==> src/rtl/crtc_pkg.sv <==
// Shared constants for the CRTC timing generator: phase encoding and the
// shadow-register address map.
package crtc_pkg;

   localparam logic [1:0] PH_BACK   = 2'b00;
   localparam logic [1:0] PH_ACTIVE = 2'b01;
   localparam logic [1:0] PH_FRONT  = 2'b10;
   localparam logic [1:0] PH_SYNC   = 2'b11;

   localparam logic [2:0] CFG_H_BACK   = 3'd0;
   localparam logic [2:0] CFG_H_ACTIVE = 3'd1;
   localparam logic [2:0] CFG_H_FRONT  = 3'd2;
   localparam logic [2:0] CFG_H_SYNC   = 3'd3;
   localparam logic [2:0] CFG_V_BACK   = 3'd4;
   localparam logic [2:0] CFG_V_ACTIVE = 3'd5;
   localparam logic [2:0] CFG_V_FRONT  = 3'd6;
   localparam logic [2:0] CFG_V_SYNC   = 3'd7;

endpackage

==> src/rtl/crtc_timing_if.sv <==
// Configuration write port of the CRTC: one shadow field per cfg_we strobe.
interface crtc_timing_if #(
   parameter int WIDTH = 12
);
   logic             cfg_we;
   logic [2:0]       cfg_addr;
   logic [WIDTH-1:0] cfg_wdata;

   modport master (output cfg_we, output cfg_addr, output cfg_wdata);
   modport slave  (input  cfg_we, input  cfg_addr, input  cfg_wdata);
endinterface

==> src/rtl/crtc_axis.sv <==
// One timing axis: position counter plus a phase down-counter that reloads
// from the next phase's length. Exposes next-state so the top can register
// decoded flags in step with the counters.
module crtc_axis
   import crtc_pkg::*;
#(
   parameter int               WIDTH    = 12,
   parameter logic [WIDTH-1:0] REM_INIT = '0
) (
   input  logic             clk,
   input  logic             reset,
   input  logic             step,
   input  logic [WIDTH-1:0] len_back,
   input  logic [WIDTH-1:0] len_active,
   input  logic [WIDTH-1:0] len_front,
   input  logic [WIDTH-1:0] len_sync,
   output logic [WIDTH-1:0] count,
   output logic [WIDTH-1:0] count_nxt,
   output logic [1:0]       phase,
   output logic [1:0]       phase_nxt,
   output logic             last
);

   logic [WIDTH-1:0] rem;
   logic [WIDTH-1:0] rem_nxt;

   always_ff @(posedge clk or posedge reset) begin
      if (reset) begin
         count <= '0;
         phase <= PH_BACK;
         rem   <= REM_INIT;
      end else begin
         count <= count_nxt;
         phase <= phase_nxt;
         rem   <= rem_nxt;
      end
   end

   // rem==0 marks the final count of the current phase
   always_comb begin
      count_nxt = count;
      phase_nxt = phase;
      rem_nxt   = rem;
      if (step) begin
         if (rem == '0) begin
            phase_nxt = phase + 2'd1;
            case (phase_nxt)
               PH_BACK:   rem_nxt = len_back;
               PH_ACTIVE: rem_nxt = len_active;
               PH_FRONT:  rem_nxt = len_front;
               default:   rem_nxt = len_sync;
            endcase
            count_nxt = (phase == PH_SYNC) ? '0 : count + WIDTH'(1);
         end else begin
            rem_nxt   = rem - WIDTH'(1);
            count_nxt = count + WIDTH'(1);
         end
      end
   end

   assign last = (phase == PH_SYNC) && (rem == '0);

endmodule

==> src/rtl/crtc_timing.sv <==
// Two-axis programmable CRTC timing generator: shadow/live timing registers
// committed at frame end, two crtc_axis counters, registered video flags.
module crtc_timing
   import crtc_pkg::*;
#(
   parameter int               WIDTH         = 12,
   parameter logic [WIDTH-1:0] H_BACK_INIT   = WIDTH'(47),
   parameter logic [WIDTH-1:0] H_ACTIVE_INIT = WIDTH'(639),
   parameter logic [WIDTH-1:0] H_FRONT_INIT  = WIDTH'(15),
   parameter logic [WIDTH-1:0] H_SYNC_INIT   = WIDTH'(95),
   parameter logic [WIDTH-1:0] V_BACK_INIT   = WIDTH'(32),
   parameter logic [WIDTH-1:0] V_ACTIVE_INIT = WIDTH'(479),
   parameter logic [WIDTH-1:0] V_FRONT_INIT  = WIDTH'(9),
   parameter logic [WIDTH-1:0] V_SYNC_INIT   = WIDTH'(1),
   parameter bit               HSYNC_POL     = 1'b0,
   parameter bit               VSYNC_POL     = 1'b0
) (
   input  logic             clk,
   input  logic             reset,
   input  logic             en,
   crtc_timing_if.slave     cfg,
   output logic [WIDTH-1:0] hcount,
   output logic [WIDTH-1:0] vcount,
   output logic [1:0]       hphase,
   output logic [1:0]       vphase,
   output logic             active,
   output logic             hsync,
   output logic             vsync,
   output logic             line_start,
   output logic             frame_start
);

   function automatic logic [WIDTH-1:0] init_len(input logic [2:0] a);
      case (a)
         CFG_H_BACK:   init_len = H_BACK_INIT;
         CFG_H_ACTIVE: init_len = H_ACTIVE_INIT;
         CFG_H_FRONT:  init_len = H_FRONT_INIT;
         CFG_H_SYNC:   init_len = H_SYNC_INIT;
         CFG_V_BACK:   init_len = V_BACK_INIT;
         CFG_V_ACTIVE: init_len = V_ACTIVE_INIT;
         CFG_V_FRONT:  init_len = V_FRONT_INIT;
         default:      init_len = V_SYNC_INIT;
      endcase
   endfunction

   logic [WIDTH-1:0] shadow  [8];
   logic [WIDTH-1:0] live    [8];
   logic [WIDTH-1:0] len_cur [8];

   logic [WIDTH-1:0] hcount_nxt, vcount_nxt;
   logic [1:0]       hphase_nxt, vphase_nxt;
   logic             h_last, v_last;
   logic             frame_end;

   assign frame_end = en && h_last && v_last;

   // Shadow writes land at any time; live copies the pre-write shadow.
   always_ff @(posedge clk or posedge reset) begin
      if (reset) begin
         for (int i = 0; i < 8; i++) begin
            shadow[i] <= init_len(3'(i));
            live[i]   <= init_len(3'(i));
         end
      end else begin
         if (cfg.cfg_we)
            shadow[cfg.cfg_addr] <= cfg.cfg_wdata;
         if (frame_end)
            for (int i = 0; i < 8; i++)
               live[i] <= shadow[i];
      end
   end

   // The frame-end reload must already see the lengths being committed.
   always_comb begin
      for (int i = 0; i < 8; i++)
         len_cur[i] = frame_end ? shadow[i] : live[i];
   end

   crtc_axis #(
      .WIDTH    (WIDTH),
      .REM_INIT (H_BACK_INIT)
   ) u_h_axis (
      .clk        (clk),
      .reset      (reset),
      .step       (en),
      .len_back   (len_cur[CFG_H_BACK]),
      .len_active (len_cur[CFG_H_ACTIVE]),
      .len_front  (len_cur[CFG_H_FRONT]),
      .len_sync   (len_cur[CFG_H_SYNC]),
      .count      (hcount),
      .count_nxt  (hcount_nxt),
      .phase      (hphase),
      .phase_nxt  (hphase_nxt),
      .last       (h_last)
   );

   crtc_axis #(
      .WIDTH    (WIDTH),
      .REM_INIT (V_BACK_INIT)
   ) u_v_axis (
      .clk        (clk),
      .reset      (reset),
      .step       (en && h_last),
      .len_back   (len_cur[CFG_V_BACK]),
      .len_active (len_cur[CFG_V_ACTIVE]),
      .len_front  (len_cur[CFG_V_FRONT]),
      .len_sync   (len_cur[CFG_V_SYNC]),
      .count      (vcount),
      .count_nxt  (vcount_nxt),
      .phase      (vphase),
      .phase_nxt  (vphase_nxt),
      .last       (v_last)
   );

   // Flags decoded from next-state so they line up with the counters.
   always_ff @(posedge clk or posedge reset) begin
      if (reset) begin
         active      <= 1'b0;
         hsync       <= ~HSYNC_POL;
         vsync       <= ~VSYNC_POL;
         line_start  <= 1'b1;
         frame_start <= 1'b1;
      end else begin
         active      <= (hphase_nxt == PH_ACTIVE) && (vphase_nxt == PH_ACTIVE);
         hsync       <= (hphase_nxt == PH_SYNC) ? HSYNC_POL : ~HSYNC_POL;
         vsync       <= (vphase_nxt == PH_SYNC) ? VSYNC_POL : ~VSYNC_POL;
         line_start  <= (hcount_nxt == '0);
         frame_start <= (hcount_nxt == '0) && (vcount_nxt == '0);
      end
   end

endmodule
==> src/flat_wrapper.sv <==
// flat-port wrapper written by rule: the top's interface ports become plain ports
module crtc_timing_flat import crtc_pkg::*;
#(
   parameter int               WIDTH         = 12,
   parameter logic [WIDTH-1:0] H_BACK_INIT   = WIDTH'(47),
   parameter logic [WIDTH-1:0] H_ACTIVE_INIT = WIDTH'(639),
   parameter logic [WIDTH-1:0] H_FRONT_INIT  = WIDTH'(15),
   parameter logic [WIDTH-1:0] H_SYNC_INIT   = WIDTH'(95),
   parameter logic [WIDTH-1:0] V_BACK_INIT   = WIDTH'(32),
   parameter logic [WIDTH-1:0] V_ACTIVE_INIT = WIDTH'(479),
   parameter logic [WIDTH-1:0] V_FRONT_INIT  = WIDTH'(9),
   parameter logic [WIDTH-1:0] V_SYNC_INIT   = WIDTH'(1),
   parameter bit               HSYNC_POL     = 1'b0,
   parameter bit               VSYNC_POL     = 1'b0
)
  (clk, reset, en, hcount, vcount, hphase, vphase, active, hsync, vsync, line_start, frame_start, cfg_cfg_we, cfg_cfg_addr, cfg_cfg_wdata);
  crtc_timing_if #(.WIDTH(WIDTH)) cfg_i ();
  input  logic clk;
  input  logic reset;
  input  logic en;
  output logic [WIDTH-1:0] hcount;
  output logic [WIDTH-1:0] vcount;
  output logic [1:0] hphase;
  output logic [1:0] vphase;
  output logic active;
  output logic hsync;
  output logic vsync;
  output logic line_start;
  output logic frame_start;
  input wire logic [$bits(cfg_i.cfg_we)-1:0] cfg_cfg_we;
  input wire logic [$bits(cfg_i.cfg_addr)-1:0] cfg_cfg_addr;
  input wire logic [$bits(cfg_i.cfg_wdata)-1:0] cfg_cfg_wdata;
  assign cfg_i.cfg_we = cfg_cfg_we;
  assign cfg_i.cfg_addr = cfg_cfg_addr;
  assign cfg_i.cfg_wdata = cfg_cfg_wdata;
  crtc_timing #(.WIDTH(WIDTH), .H_BACK_INIT(H_BACK_INIT), .H_ACTIVE_INIT(H_ACTIVE_INIT), .H_FRONT_INIT(H_FRONT_INIT), .H_SYNC_INIT(H_SYNC_INIT), .V_BACK_INIT(V_BACK_INIT), .V_ACTIVE_INIT(V_ACTIVE_INIT), .V_FRONT_INIT(V_FRONT_INIT), .V_SYNC_INIT(V_SYNC_INIT), .HSYNC_POL(HSYNC_POL), .VSYNC_POL(VSYNC_POL)) u_core (.clk(clk), .reset(reset), .en(en), .cfg(cfg_i), .hcount(hcount), .vcount(vcount), .hphase(hphase), .vphase(vphase), .active(active), .hsync(hsync), .vsync(vsync), .line_start(line_start), .frame_start(frame_start));
endmodule
==> config.mk <==
export PLATFORM = sky130hd
export DESIGN_NAME = crtc_timing_flat
export DESIGN_NICKNAME = d
export VERILOG_FILES = /design/src/rtl/crtc_pkg.sv /design/src/rtl/crtc_timing_if.sv /design/src/rtl/crtc_axis.sv /design/src/rtl/crtc_timing.sv /design/src/flat_wrapper.sv
export SDC_FILE = /design/constraint.sdc
export NUM_CORES = 1
export LEC_CHECK = 0
export CAP_MARGIN = 5
export CORE_ASPECT_RATIO = 1.2
export CORE_MARGIN = 3
export CORE_UTILIZATION = 50
export CTS_BUF_LIST = sky130_fd_sc_hd__clkbuf_8
export DETAILED_ROUTE_END_ITERATION = 10
export PLACE_DENSITY = 0.68
export SYNTH_ARGS = -nofsm -noshare
export SYNTH_HDL_FRONTEND = slang
export SYNTH_SLANG_ARGS = --single-unit
==> constraint.sdc <==
create_clock -name clk -period 7.4 [get_ports clk]
set_input_delay 1.11 -clock clk [delete_from_list [all_inputs] [get_ports clk]]
set_output_delay 1.11 -clock clk [all_outputs]
set_load 0.01 [all_outputs]
# Word level (Yosys, flattened, before mapping)
# Cells that the tools add are included.
dict set report totals {
  ram_bits 0
  romBits 0
  n_memories 0
  word_cells 86
  in_bits 19
  output_inout_bits 33
  reg_bits 249
  latchBits 0
}
dict set report op_classes {
  n_lt_le_gt_ge 2
  bitwise 1
  div_mod_pow 0
  shifts 0
  mux 27
  n_addsub 6
  multipliers 0
  n_eq_ne 10
  n_reduce_logical 13
}
# op count
set op_table {}
lappend op_table {{two-way mux 12 bit} 17}
lappend op_table {{bitwise mux 96 bit} 1}
lappend op_table {{case mux 12 bit (3 select lines)} 2}
lappend op_table {{zero test 12 bit} 4}
lappend op_table {{demux 12 bit (select 3 bit)} 1}
lappend op_table {{adder 12 x 1 -> 12 bit (second input constant)} 2}
lappend op_table {{subtractor 12 x 1 -> 12 bit (second input constant)} 2}
lappend op_table {{== test 2 bit (second input constant)} 6}
lappend op_table {{== test 2 x 1 -> 1 bit (second input constant)} 4}
lappend op_table {{two-way mux 2 bit} 4}
lappend op_table {{logical AND 1 bit} 7}
lappend op_table {{adder 2 x 1 -> 2 bit (second input constant)} 2}
lappend op_table {{greater-or-equal comparator 4 bit (second input constant)} 1}
lappend op_table {{zero test 2 bit} 2}
lappend op_table {{< comparator 4 x 1 -> 1 bit (second input constant)} 1}
lappend op_table {{NOT 3 -> 4 bit} 1}
lappend op_table {{two-way mux 1 bit} 2}

# Longest topological paths before layout
# Gate-level depths: netlist (run 1).
dict set report depth {
  ltp_word 7
  mapped_depth 12
  depth_no_buf 9
}

# Cells and area by module
# From an unflattened synthesis (run 1), not the netlist that was laid out.
dict set report hier_totals {
  hier_cells 835
  area_unflattened_um2 11101.9
}
# module seq_area_each_um2 cells_each instances area_per_inst_um2
set by_module_without_submodules {}
lappend by_module_without_submodules {crtc_timing 5022.3 431 1 7460.9}
lappend by_module_without_submodules {{crtc_axis (u_core.u_h_axis)} 656.9 202 1 1823.0}
lappend by_module_without_submodules {{crtc_axis (u_core.u_v_axis)} 651.9 202 1 1818.0}

# Worst setup path after synthesis (run 1)
# OpenSTA, ideal clock, no wires.
dict set report synth_path {
  kind {in2reg}
  start {input port en}
  end {register u_core.frame_start}
  n_path_buf 1
  slack_ns 4.387
  stages 8
  setup_time_ns 0.082
  required_ns 7.318
  arrival_time_ns 2.931
  cell_sequence {buf_2 nand4_1 nor3_1 nand3_1 o41ai_1 a31o_2 or4bb_1 nor3_1}
}
dict set report synth_between {
  elab_chain_len 4
  word_cells_on_any_way 6
  classes_between {mux: 2; reduce/logical: 4}
}
# element line
set synth_rtl {}
lappend synth_rtl {{start, declared} flat_wrapper.sv:20} ;# input logic en;
lappend synth_rtl {{logical AND 1 bit} crtc_timing.sv:103} ;# .step (en && h_last),
lappend synth_rtl {{two-way mux 12 bit} crtc_axis.sv:44} ;# if (step) begin
lappend synth_rtl {{zero test 12 bit} crtc_timing.sv:128} ;# frame_start <= (hcount_nxt == '0) && (vcount_nxt == '0);
lappend synth_rtl {{logical AND 1 bit *} crtc_timing.sv:128}
lappend synth_rtl {{end signal, assigned} crtc_timing.sv:128}
lappend synth_rtl {{end, declared} crtc_timing.sv:30} ;# output logic frame_start
# Every way passes the cells marked *; elsewhere a longest branch is shown, timed or not.
# A chain may end at the register's enable or synchronous reset.

# Worst setup path in the final report (run 1)
dict set report layout_path {
  start {register u_core.u_h_axis.rem[0]}
  end {register u_core.u_h_axis.rem[8]}
}
dict set report layout_between {
  elab_chain_len 7
  word_cells_on_any_way 11
  classes_between {add/sub: 1; mux: 6; reduce/logical: 4}
}
# element line
set layout_rtl {}
lappend layout_rtl {{start, declared} crtc_axis.sv:24} ;# logic [WIDTH-1:0] rem;
lappend layout_rtl {{start signal, assigned} crtc_axis.sv:35} ;# rem <= rem_nxt;
lappend layout_rtl {{zero test 12 bit} {crtc_axis.sv:45, crtc_axis.sv:61}}
lappend layout_rtl {{logical AND 1 bit} crtc_axis.sv:61} ;# assign last = (phase == PH_SYNC) && (rem == '0);
lappend layout_rtl {{logical AND 1 bit (2 in series)} crtc_timing.sv:55} ;# assign frame_end = en && h_last && v_last;
lappend layout_rtl {{two-way mux 12 bit} crtc_timing.sv:76} ;# len_cur[i] = frame_end ? shadow[i] : live[i];
lappend layout_rtl {{case mux 12 bit (3 select lines)} crtc_axis.sv:47} ;# case (phase_nxt)
lappend layout_rtl {{two-way mux 12 bit *} crtc_axis.sv:45} ;# if (rem == '0) begin
# Marks and branches as above.

==> run_results.csv, run 1 <==
group,metric,value,unit
run_status,outcome,"finished, final reports clean",
power_and_ir_drop,p_sw_share,28.4,%
floorplan,initial_core_util,51.1,%
floorplan,fp.dieH,169,um
setup_path,reg2reg_to,"u_core.u_h_axis.rem[8]",
setup_path,worstSetupStartpointType,"flop",
synthesis,yosys.area_share.adder,1.58,%
floorplan,die_area,24100,um2
floorplan,core_area,21800,um2
cts,cts_setup_buffers,0,
power_and_ir_drop,pwr-share-seq,50.3,%
synthesis,yosysTopAreaCellShare,37.8,%
synthesis,yosysSeqAreaShare,56.7,%
cells_and_area,diodes,0,
cells_and_area,synthToLayoutAreaGrowth,14.0,%
synthesis,synth.area.top_cells,"dfrtp_1, dfstp_2, mux2_2",
setup_path,critPathArrivalTime,4.81,ns
power_and_ir_drop,clockPowerShare,32.8,%
hold_path,hold_class,"reg2reg",
placed_design,dpl.hpwl,15400,um
timing,fin_ws,3.01,ns
timing,tightest_slew,1.09,ns
timing,fmax,228,MHz
setup_path,crit_required,7.82,ns
power_and_ir_drop,vdd_ir_drop_max,120,uV
setup_path,worstPathCellList,"inv_1 -> ha_1 -> nor4b_1 -> and4_1 -> nand4_4 -> buf_4 -> mux2_4 -> a211o_1 -> a221o_1 -> o21a_1",
placed_design,gp_congestion,0.833,
timing,rsz0062_at_grt,"false",
synthesis,synthSimpleGateAreaFrac,13.0,%
cells_and_area,drive_gt1_share,32.3,%
grt,grt_pass1_wl,40500,um
setup_path,rrSetupSlack,3.01,ns
hold_path,min_from,"u_core.live[10]",
cts,cts_max_level,2,
setup_path,critical_path_class,"reg2reg",
setup_path,r2r_cells,10,
cts,cts_tree,"yes",
grt,grt_pass1_vias,7547,
hold_path,min_to,"u_core.live[10]",
cts,cts_resized,0,
setup_path,crit_buf_inv,2,
cts,clkSlewWorstSetupHoldPaths,0.06,ns
job,maxCapViolCount,0,
synthesis,synth_compound_area_share,7.02,%
placed_design,portBuffers,51,
cts,root_buffer,"clkbuf_8",
setup_path,cp_max_fo,48,
setup_path,end_kind,"flop",
drt,vias_per_cell,5.71,
cts,clock_latency,0.53,ns
timing,hold_viol_final,0,
synthesis,synth-xor-area-share,1.97,%
synthesis,async_reset_ff_share,100,%
floorplan,ios,52,
timing,slew_viol_final,0,
timing,setup_tns,0,ns
hold_path,min_path_cells,2,
timing,period_share,59.3,%
placed_design,pre_cts_slack,2.95,ns
setup_path,cpPeakStageDelay,0.79,ns
drt,num_vias,7362,
drt,remaining_drc_errors,0,
power_and_ir_drop,p_int,2.44,mW
synthesis,synthCells,923,
synthesis,synth_flop_cell,"dfrtp_1",
drt,antenna_left,0,
power_and_ir_drop,p_leak,5.70,nW
grt,grtUsageTotal,21.0,%
grt,grt_max_degree,198,
timing,timing.slew.headroom,27.5,%
drt,routedWlPerCell,18.9,um
floorplan,row_count,59,
drt,drt_wl_total,24400,um
cts,cts_made_buffers,40,
synthesis,syn_avg_cell_area,12.0,um2
synthesis,ys_seq_elements,248,
drt,first_iter_violations,480,
setup_path,worst_path_max_delay_cell,"nand4_4",
synthesis,synth_top_family_by_area,"multiplexers",
drt,drt-pass1-iter-count,5,
setup_path,path_delay_family,"simple AND/OR/NAND/NOR gates",
grt,antenna_found_initial,0,
synthesis,synth.area.mux_share,17.4,%
power_and_ir_drop,combPwrFrac,17.0,%
cts,cts.sinks,248,
synthesis,synth.distinct_cells,67,
timing,setup_violations,0,
cells_and_area,fin_nets,1016,
grt,grt_overflow,0,
synthesis,yosys.area.top_type,"dfrtp_1",
synthesis,synth-edff-count,0,
timing,period_needed,4.39,ns
synthesis,syn_area,11100,um2
synthesis,syn-num-nets,956,
timing,finClkSkew,0.0236,ns
synthesis,ys_warn_count,0,
cts,cts_buffer_depth,3,
power_and_ir_drop,cellPowerDensity,269,nW/um2
power_and_ir_drop,p_switching,0.969,mW
setup_path,reg2reg_from,"u_core.u_h_axis.rem[0]",
cts,cts_hold_buf,0,
floorplan,die_w,142,um
## layout make-up
class                   count  area [um2]
flip-flops and latches    248        6310
clock buffers              45         619
multi-input cells         616        4590
inverters                  15        60.1
well taps                 274         343
fillers                  1807        9100
clock inverters            29         150
repair buffers             62         606
## cell families after synthesis
logic type,count (synthesis)
compound gates,110
xor+xnor,25
simple gates,296
flops,248
mux,171
fa+ha+maj,14
buf+inv,59
## synth_stat cells, drive strengths merged, types with 5 or more instances
master	n
a21o	6
a21oi	23
a222oi	5
a22oi	13
a31oi	11
and2	5
and3	13
and4	5
buf	21
clkbuf	23
dfrtp	168
dfstp	80
ha	14
inv	14
mux2	167
nand2	130
nand3	17
nand4	11
nor2	43
nor3	23
nor3b	10
nor4	6
o21ai	14
o31ai	5
or3	8
or4	5
xnor2	13
xor2	12
## power by group through the flow
stage / sequential, mW / clock [mW] / combinational (mW)
finish: 1.72 / 1.12 / 0.579
detailed placement: 1.73 / 0 / 0.583
global route: 1.74 / 1.22 / 0.642
CTS: 1.71 / 1.15 / 0.585
floorplan: 1.71 / 0 / 0.376
global placement: 1.73 / 0 / 0.571
## layer usage
| metal | up-vias | share of wire (%) | GRT usage, % |
|---|---|---|---|
| met5 | - | 0 | 0 |
| met4 | 0 | 2.3 | 6.97 |
| met3 | 46 | 3.8 | 3.10 |
| met2 | 157 | 48 | 34.0 |
| met1 | 3734 | 46 | 29.2 |
| li1 | 3425 | - | - |
## worst register-to-register path, cell delays in order (launching register included)
cell and delay (ns):
dfstp_2 0.38, inv_1 0.10, ha_1 0.16, nor4b_1 0.41, and4_1 0.71, nand4_4 0.79, buf_4 0.63, mux2_4 0.42
a211o_1 0.30, a221o_1 0.26, o21a_1 0.10
## placed cells by master, fill, tap and decap left out, types with 4 or more instances in the layout
cell / netlist / layout
and3_1: 13 / 13
or3_1: 8 / 8
a222oi_1: 5 / 5
xor2_1: 12 / 12
and2_1: 4 / 4
ha_1: 14 / 14
clkdlybuf4s50_1: 0 / 51
nor4_1: 6 / 6
xnor2_1: 13 / 13
clkinv_2: 0 / 8
dfrtp_1: 168 / 168
nand4b_1: 4 / 4
nor2_1: 42 / 42
mux2_2: 162 / 162
a31oi_1: 11 / 11
a22oi_1: 13 / 13
a31o_2: 4 / 4
or4_1: 5 / 5
nand3_1: 17 / 17
nor3_1: 23 / 21
buf_4: 0 / 10
nand4_1: 10 / 10
mux2_4: 5 / 5
o21ai_0: 14 / 14
inv_1: 14 / 32
dfstp_2: 80 / 80
clkbuf_8: 0 / 45
o31ai_1: 5 / 5
and4_1: 5 / 5
a21oi_1: 23 / 23
a21o_1: 6 / 6
nor3b_1: 10 / 8
nand2_1: 130 / 130
mux2i_1: 4 / 4
## metrics by stage
stage	total power [mW]	hold slack, ns	cells	cell area, um2	utilization [%]
2_1_floorplan	2.08	0.426	923	11100	-
3_3_place_gp	2.30	0.437	1215	11900	54.7
3_5_place_dp	2.32	0.446	1215	11900	54.7
4_1_cts	3.45	0.460	1289	12700	58.2
5_1_grt	3.60	0.477	1289	12700	58.2
6_report	3.41	0.457	1289	12700	58.2
## sequential cells by signal, indices dropped and copies added, names as in the netlist, 2 cells and up
register and count:
u_core.live 95, u_core.shadow 96, u_core.u_h_axis.count 12, u_core.u_h_axis.phase 2, u_core.u_h_axis.rem 12, u_core.u_v_axis.count 12
u_core.u_v_axis.phase 2, u_core.u_v_axis.rem 12
## worst max-delay path by stage
stage / depth (start not counted) / slack (ns) / to / startpoint
floorplan: 1 / 3.10 / u_core.active / reset
detailed placement: 8 / 2.95 / u_core.u_h_axis.rem[2] / en
finish: 10 / 3.01 / u_core.u_h_axis.rem[8] / u_core.u_h_axis.rem[0]
CTS: 10 / 3.06 / u_core.u_h_axis.rem[8] / u_core.u_h_axis.rem[0]
global placement: 8 / 2.97 / u_core.u_h_axis.rem[2] / en
global route: 10 / 2.78 / u_core.u_h_axis.rem[2] / u_core.u_h_axis.rem[0]
(Power assumes the default switching activity.)
==> inputs of run 2 (changes only) <==
Settings changed: PLACE_DENSITY 0.68 to 0.65.
Clock period 7.4 ns to 4.5 ns, I/O delays scaled along.
==> run 2 against run 1 <==
  * Combinational power increased by 65%
  * Die area is the same
  * Sequential share of layout area decreased by 0.41 points
  * Largest cell class unchanged
  * Sequential cell count unchanged
  * Highest routed layer unchanged
==> run_results.csv, run 2 (same netlist as run 1, synthesis figures left out) <==
group,metric,value,unit
run_status,outcome,"finished, final reports clean",
cells_and_area,largest_registers,"u_core.shadow: 96 flops, u_core.live: 95 flops",
setup_path,end_kind,"flop",
drt,drt_wl_total,25200,um
floorplan,initial_core_util,51.1,%
placed_design,dpl.hpwl,16000,um
cts,cts_resized,0,
setup_path,crit_start,"u_core.u_h_axis.rem[0]",
cts,cts_buffer_depth,3,
cells_and_area,top_register,"u_core.shadow",
setup_path,reg2reg_from,"u_core.u_h_axis.rem[0]",
drt,antenna_left,0,
cts,clock_latency,0.54,ns
setup_path,r2r_cells,10,
grt,grt_overflow,0,
cts,clkSlewWorstSetupHoldPaths,0.07,ns
floorplan,ios,52,
setup_path,crit_end,"u_core.u_h_axis.rem[8]",
timing,slew_viol_final,0,
drt,remaining_drc_errors,0,
cts,root_buffer,"clkbuf_8",
drt,drt-pass1-iter-count,5,
setup_path,critical_path_class,"reg2reg",
drt,first_iter_violations,494,
cts,cts_tree,"yes",
floorplan,core_area,21800,um2
grt,antenna_found_initial,0,
cells_and_area,finalInstanceArea,12800,um2
floorplan,row_count,59,
cts,cts_made_buffers,41,
placed_design,gp_congestion,0.872,
timing,fmax,290,MHz
cts,cts_hold_buf,0,
drt,routedWlPerCell,19.5,um
timing,setup_violations,0,
cells_and_area,largest_register_ffs,96,
cells_and_area,drive_gt1_share,32.4,%
placed_design,placed_cell_area,12000,um2
grt,grtUsageTotal,21.4,%
drt,num_vias,7363,
timing,setup_tns,0,ns
floorplan,die_area,24100,um2
floorplan,die_w,142,um
grt,grt_pass1_wl,41100,um
setup_path,cp_max_fo,33,
drt,vias_per_cell,5.69,
timing,hold_viol_final,0,
timing,tightest_slew,1.19,ns
cells_and_area,synthToLayoutAreaGrowth,14.9,%
setup_path,worstSetupStartpointType,"flop",
cts,cts_max_level,2,
cts,cts_setup_buffers,0,
floorplan,fp.dieH,169,um
timing,timing.slew.headroom,20.6,%
timing,period_share,76.7,%
power_and_ir_drop,p_leak,5.75,nW
setup_path,reg2reg_to,"u_core.u_h_axis.rem[8]",
cts,cts.sinks,248,
cells_and_area,mostFrequentLayoutCells,"dfrtp_1, mux2_2, nand2_1",
hold_path,hold_class,"reg2reg",
setup_path,rrSetupSlack,1.05,ns
grt,grt_pass1_vias,7636,
placed_design,portBuffers,51,
timing,rsz0062_at_grt,"false",
job,maxCapViolCount,0,
power_and_ir_drop,cellPowerDensity,445,nW/um2
setup_path,crit_required,4.92,ns
timing,finClkSkew,0.0158,ns
cells_and_area,final_common_cell,"dfrtp_1",
setup_path,critPathArrivalTime,3.87,ns
power_and_ir_drop,vdd_ir_drop_max,197,uV
cells_and_area,fin_nets,1021,
timing,period_needed,3.45,ns
grt,grt_max_degree,128,
cells_and_area,diodes,0,
==> run 2: cell types whose count changed in the layout (fill, tap and decap cells not counted), sizes merged <==
cell      before  now
clkinvlp       1    3
clkbuf        45   49
buf           11   15
inv           33   35
clkinv         9    2
==> run 2: worst min-delay path by stage <==
stage / to / from / cells past startpoint
floorplan: u_core.live[10] / u_core.live[10] / 2
global placement: u_core.live[11] / u_core.live[11] / 2
detailed placement: u_core.live[11] / u_core.live[11] / 2
CTS: u_core.live[11] / u_core.live[11] / 2
global route: u_core.live[28] / u_core.live[28] / 2
finish: u_core.live[6] / u_core.live[6] / 2
==> run 2: stage by stage <==
step / cells / utilization, % / power, mW / setup slack, ns / hold WS (ns)
4_1_cts: 1294 / 58.7 / 5.74 / 1.08 / 0.464
3_5_place_dp: 1219 / 55.0 / 3.80 / 1.11 / 0.451
3_3_place_gp: 1219 / 55.0 / 3.79 / 1.24 / 0.439
2_1_floorplan: 923 / - / 3.43 / 0.631 / 0.426
6_report: 1294 / 58.7 / 5.69 / 1.05 / 0.459
5_1_grt: 1294 / 58.7 / 5.98 / 0.777 / 0.479
==> run 2: final cells by class <==
type	count	area (um2)
Multi-Input combinational cell	616	4590
Tap cell	274	343
Clock buffer	49	674
Clock inverter	26	133
Sequential cell	248	6310
Inverter	15	60.1
Fill cell	1813	9000
Timing Repair Buffer	66	673
==> run 2: routing by layer <==
metal	share of wire, %	GRT usage (%)
met1	47	29.5
met2	47	34.6
met3	3.6	3.35
met4	2.6	7.55
met5	0	0
==> run 2: worst max-delay path, cell delays in order (launching register included) <==
cell and delay (ns):
dfstp_2 0.38, inv_1 0.11, ha_1 0.16, nor4b_1 0.40, and4_1 0.63, nand4_4 0.34, buf_12 0.32, mux2_4 0.33
a211o_1 0.29, a221o_1 0.26, o21a_1 0.10
==> run 2: power by group <==
part           internal (mW)  switching [mW]
Clock                   1.04           0.878
Sequential              2.59           0.223
Combinational          0.445           0.509
==> inputs of run 3 (changes only) <==
Clock period 4.5 ns to 3.2 ns, I/O delays scaled along.
==> run 3 against run 2 <==
  * Total power increased by 45%
  * Highest routed layer unchanged
  * Die area unchanged
  * Global-route usage up 0.25 points
  * Sequential share of layout area fell by 1.1 points
  * Cell area up 2.2%
  * Maximum frequency grew 16%
  * Register-to-register slack got worse by 0.82 ns
  * Critical endpoint is now u_core.frame_start
  * Setup slack worse by 0.82 ns
==> run_results.csv, run 3 (same netlist as run 1, synthesis figures left out) <==
group,metric,value,unit
cells_and_area,mostFrequentLayoutCells,"dfrtp_1, mux2_2, nand2_1",
floorplan,fp.dieH,169,um
cells_and_area,synthToLayoutAreaGrowth,17.5,%
drt,drt_wl_total,25400,um
cells_and_area,finalInstanceArea,13100,um2
hold_path,hold_class,"in2async",
setup_path,cp_max_fo,9,
grt,grt_overflow,0,
run_status,outcome,"finished, final reports clean",
cells_and_area,largest_register_ffs,96,
timing,fmax,336,MHz
drt,wl_met2,11900,um
floorplan,core_area,21800,um2
placed_design,placed_cell_area,12200,um2
timing,tightest_slew,0.777,ns
setup_path,critical_path_class,"reg2reg",
cts,root_buffer,"clkbuf_8",
drt,wl_met1,11800,um
timing,fin_ws,0.226,ns
drt,highest_layer,"met4",
power_and_ir_drop,cellPowerDensity,633,nW/um2
drt,antenna_left,0,
cells_and_area,final_common_cell,"dfrtp_1",
cells_and_area,largest_registers,"u_core.shadow: 96 flops, u_core.live: 95 flops",
setup_path,worstPathCellList,"inv_1 -> ha_1 -> nor4b_1 -> and4_1 -> buf_4 -> and3_1 -> a31o_2 -> or4bb_1 -> nor3_1",
drt,first_iter_violations,381,
floorplan,ios,52,
cells_and_area,n_fill_cell,1812,
setup_path,reg2reg_from,"u_core.u_h_axis.rem[0]",
setup_path,crit_required,3.65,ns
timing,hold_viol_final,0,
setup_path,end_kind,"flop",
placed_design,dpl.hpwl,16800,um
power_and_ir_drop,p_total,8.27,mW
placed_design,placed_cells,1244,
cts,clkSlewWorstSetupHoldPaths,0.06,ns
cells_and_area,diodes,0,
grt,grtUsageTotal,21.6,%
cts,cts.sinks,248,
power_and_ir_drop,vdd_ir_drop_max,276,uV
timing,finClkSkew,0.0390,ns
floorplan,initial_core_util,51.1,%
drt,num_vias,7501,
setup_path,rrSetupSlack,0.23,ns
job,maxCapViolCount,0,
placed_design,gp_congestion,0.891,
drt,remaining_drc_errors,0,
placed_design,portBuffers,51,
placed_design,pre_cts_slack,0.239,ns
cts,cts_max_level,2,
cts,cts_hold_buf,0,
timing,hold_ws,0.312,ns
drt,drt-pass1-iter-count,5,
power_and_ir_drop,p_leak,5.90,nW
cells_and_area,fin_nets,1048,
cts,cts_tree,"yes",
timing,slew_viol_final,0,
timing,period_needed,2.97,ns
timing,period_share,92.9,%
drt,route.met3.wl,1030,um
timing,rsz0062_at_grt,"false",
floorplan,die_area,24100,um2
cells_and_area,instances_no_fill,1322,
floorplan,row_count,59,
setup_path,crit_start,"u_core.u_h_axis.rem[0]",
grt,grt_pass1_wl,41300,um
grt,grt_max_degree,69,
setup_path,cpPeakStageDelay,0.49,ns
setup_path,critPathArrivalTime,3.43,ns
setup_path,worstSetupStartpointType,"flop",
cells_and_area,drive_gt1_share,35.0,%
cells_and_area,top_register,"u_core.shadow",
floorplan,die_w,142,um
grt,grt_pass1_vias,7646,
grt,antenna_found_initial,0,
cts,cts_made_buffers,42,
setup_path,worst_path_max_delay_cell,"or4bb_1",
timing,setup_violations,0,
timing,timing.slew.headroom,47.6,%
drt,routedWlPerCell,19.2,um
cts,cts_buffer_depth,3,
drt,vias_per_cell,5.67,
cts,clock_latency,0.56,ns
run 3: cell types whose count changed in the layout (fill, tap and decap cells not counted):
cell	before	now
buf_12	4	5
inv_1	35	27
clkbuf_8	49	51
inv_6	0	2
clkinv_2	1	6
buf_4	11	36
bufinv_16	1	2
and4_1	5	4
and4_2	0	1
run 3: report_power, final:
group	leakage, nW	internal [mW]	switching (mW)
Clock	0.502	1.62	1.30
Sequential	3.02	3.65	0.316
Combinational	2.38	0.663	0.731
run 3: worst max-delay path: cells and delay by family (launching register included):
kind / cells / cell delay [ns]
flip-flops: 1 / 0.37
AND/OR/NAND/NOR: 5 / 1.90
adder cells (fa/ha/maj): 1 / 0.15
AO/OA/AOI/OAI: 1 / 0.20
buffers and inverters: 2 / 0.28
run 3: worst paths after layout:
check / end / depth (start not counted)
setup / recovery: u_core.frame_start / 9
hold / removal: u_core.shadow[3] / 2
setup reg to reg: u_core.frame_start / 9
hold reg to reg: u_core.live[6] / 2
max in group asynchronous: u_core.shadow[15] / 3
min in group clk: u_core.live[6] / 2
run 3: area by class of cell:
cell class              count  area (um2)  area share [%]
well taps                 274         343            2.63
clock buffers              51         702            5.38
clock inverters            26         175            1.34
repair buffers             92         881            6.75
inverters                  15        60.1           0.460
multi-input cells         616        4590            35.2
flip-flops and latches    248        6310            48.3
run 3: metrics by stage:
stage | util [%] | TNS [ns]
2_1_floorplan | - | -79.70
3_3_place_gp | 55.9 | 0
3_5_place_dp | 55.9 | 0
4_1_cts | 59.9 | 0
5_1_grt | 60.0 | 0
6_report | 60.0 | 0
run 3: per-layer routing:
| metal | vias to the layer above | global-route usage [%] |
|---|---|---|
| met5 | - | 0 |
| met3 | 42 | 3.47 |
| li1 | 3499 | - |
| met2 | 167 | 34.7 |
| met4 | 0 | 7.68 |
| met1 | 3793 | 30.0 |
run 3: what timing repair did:
| action | in CTS | in global routing |
|---|---|---|
| endpoints found under the hold margin | 0 | 0 |
| setup endpoints to repair | 0 | 1 |
| gates resized for setup | 0 | 1 |
| buffers inserted | 0 | 1 |
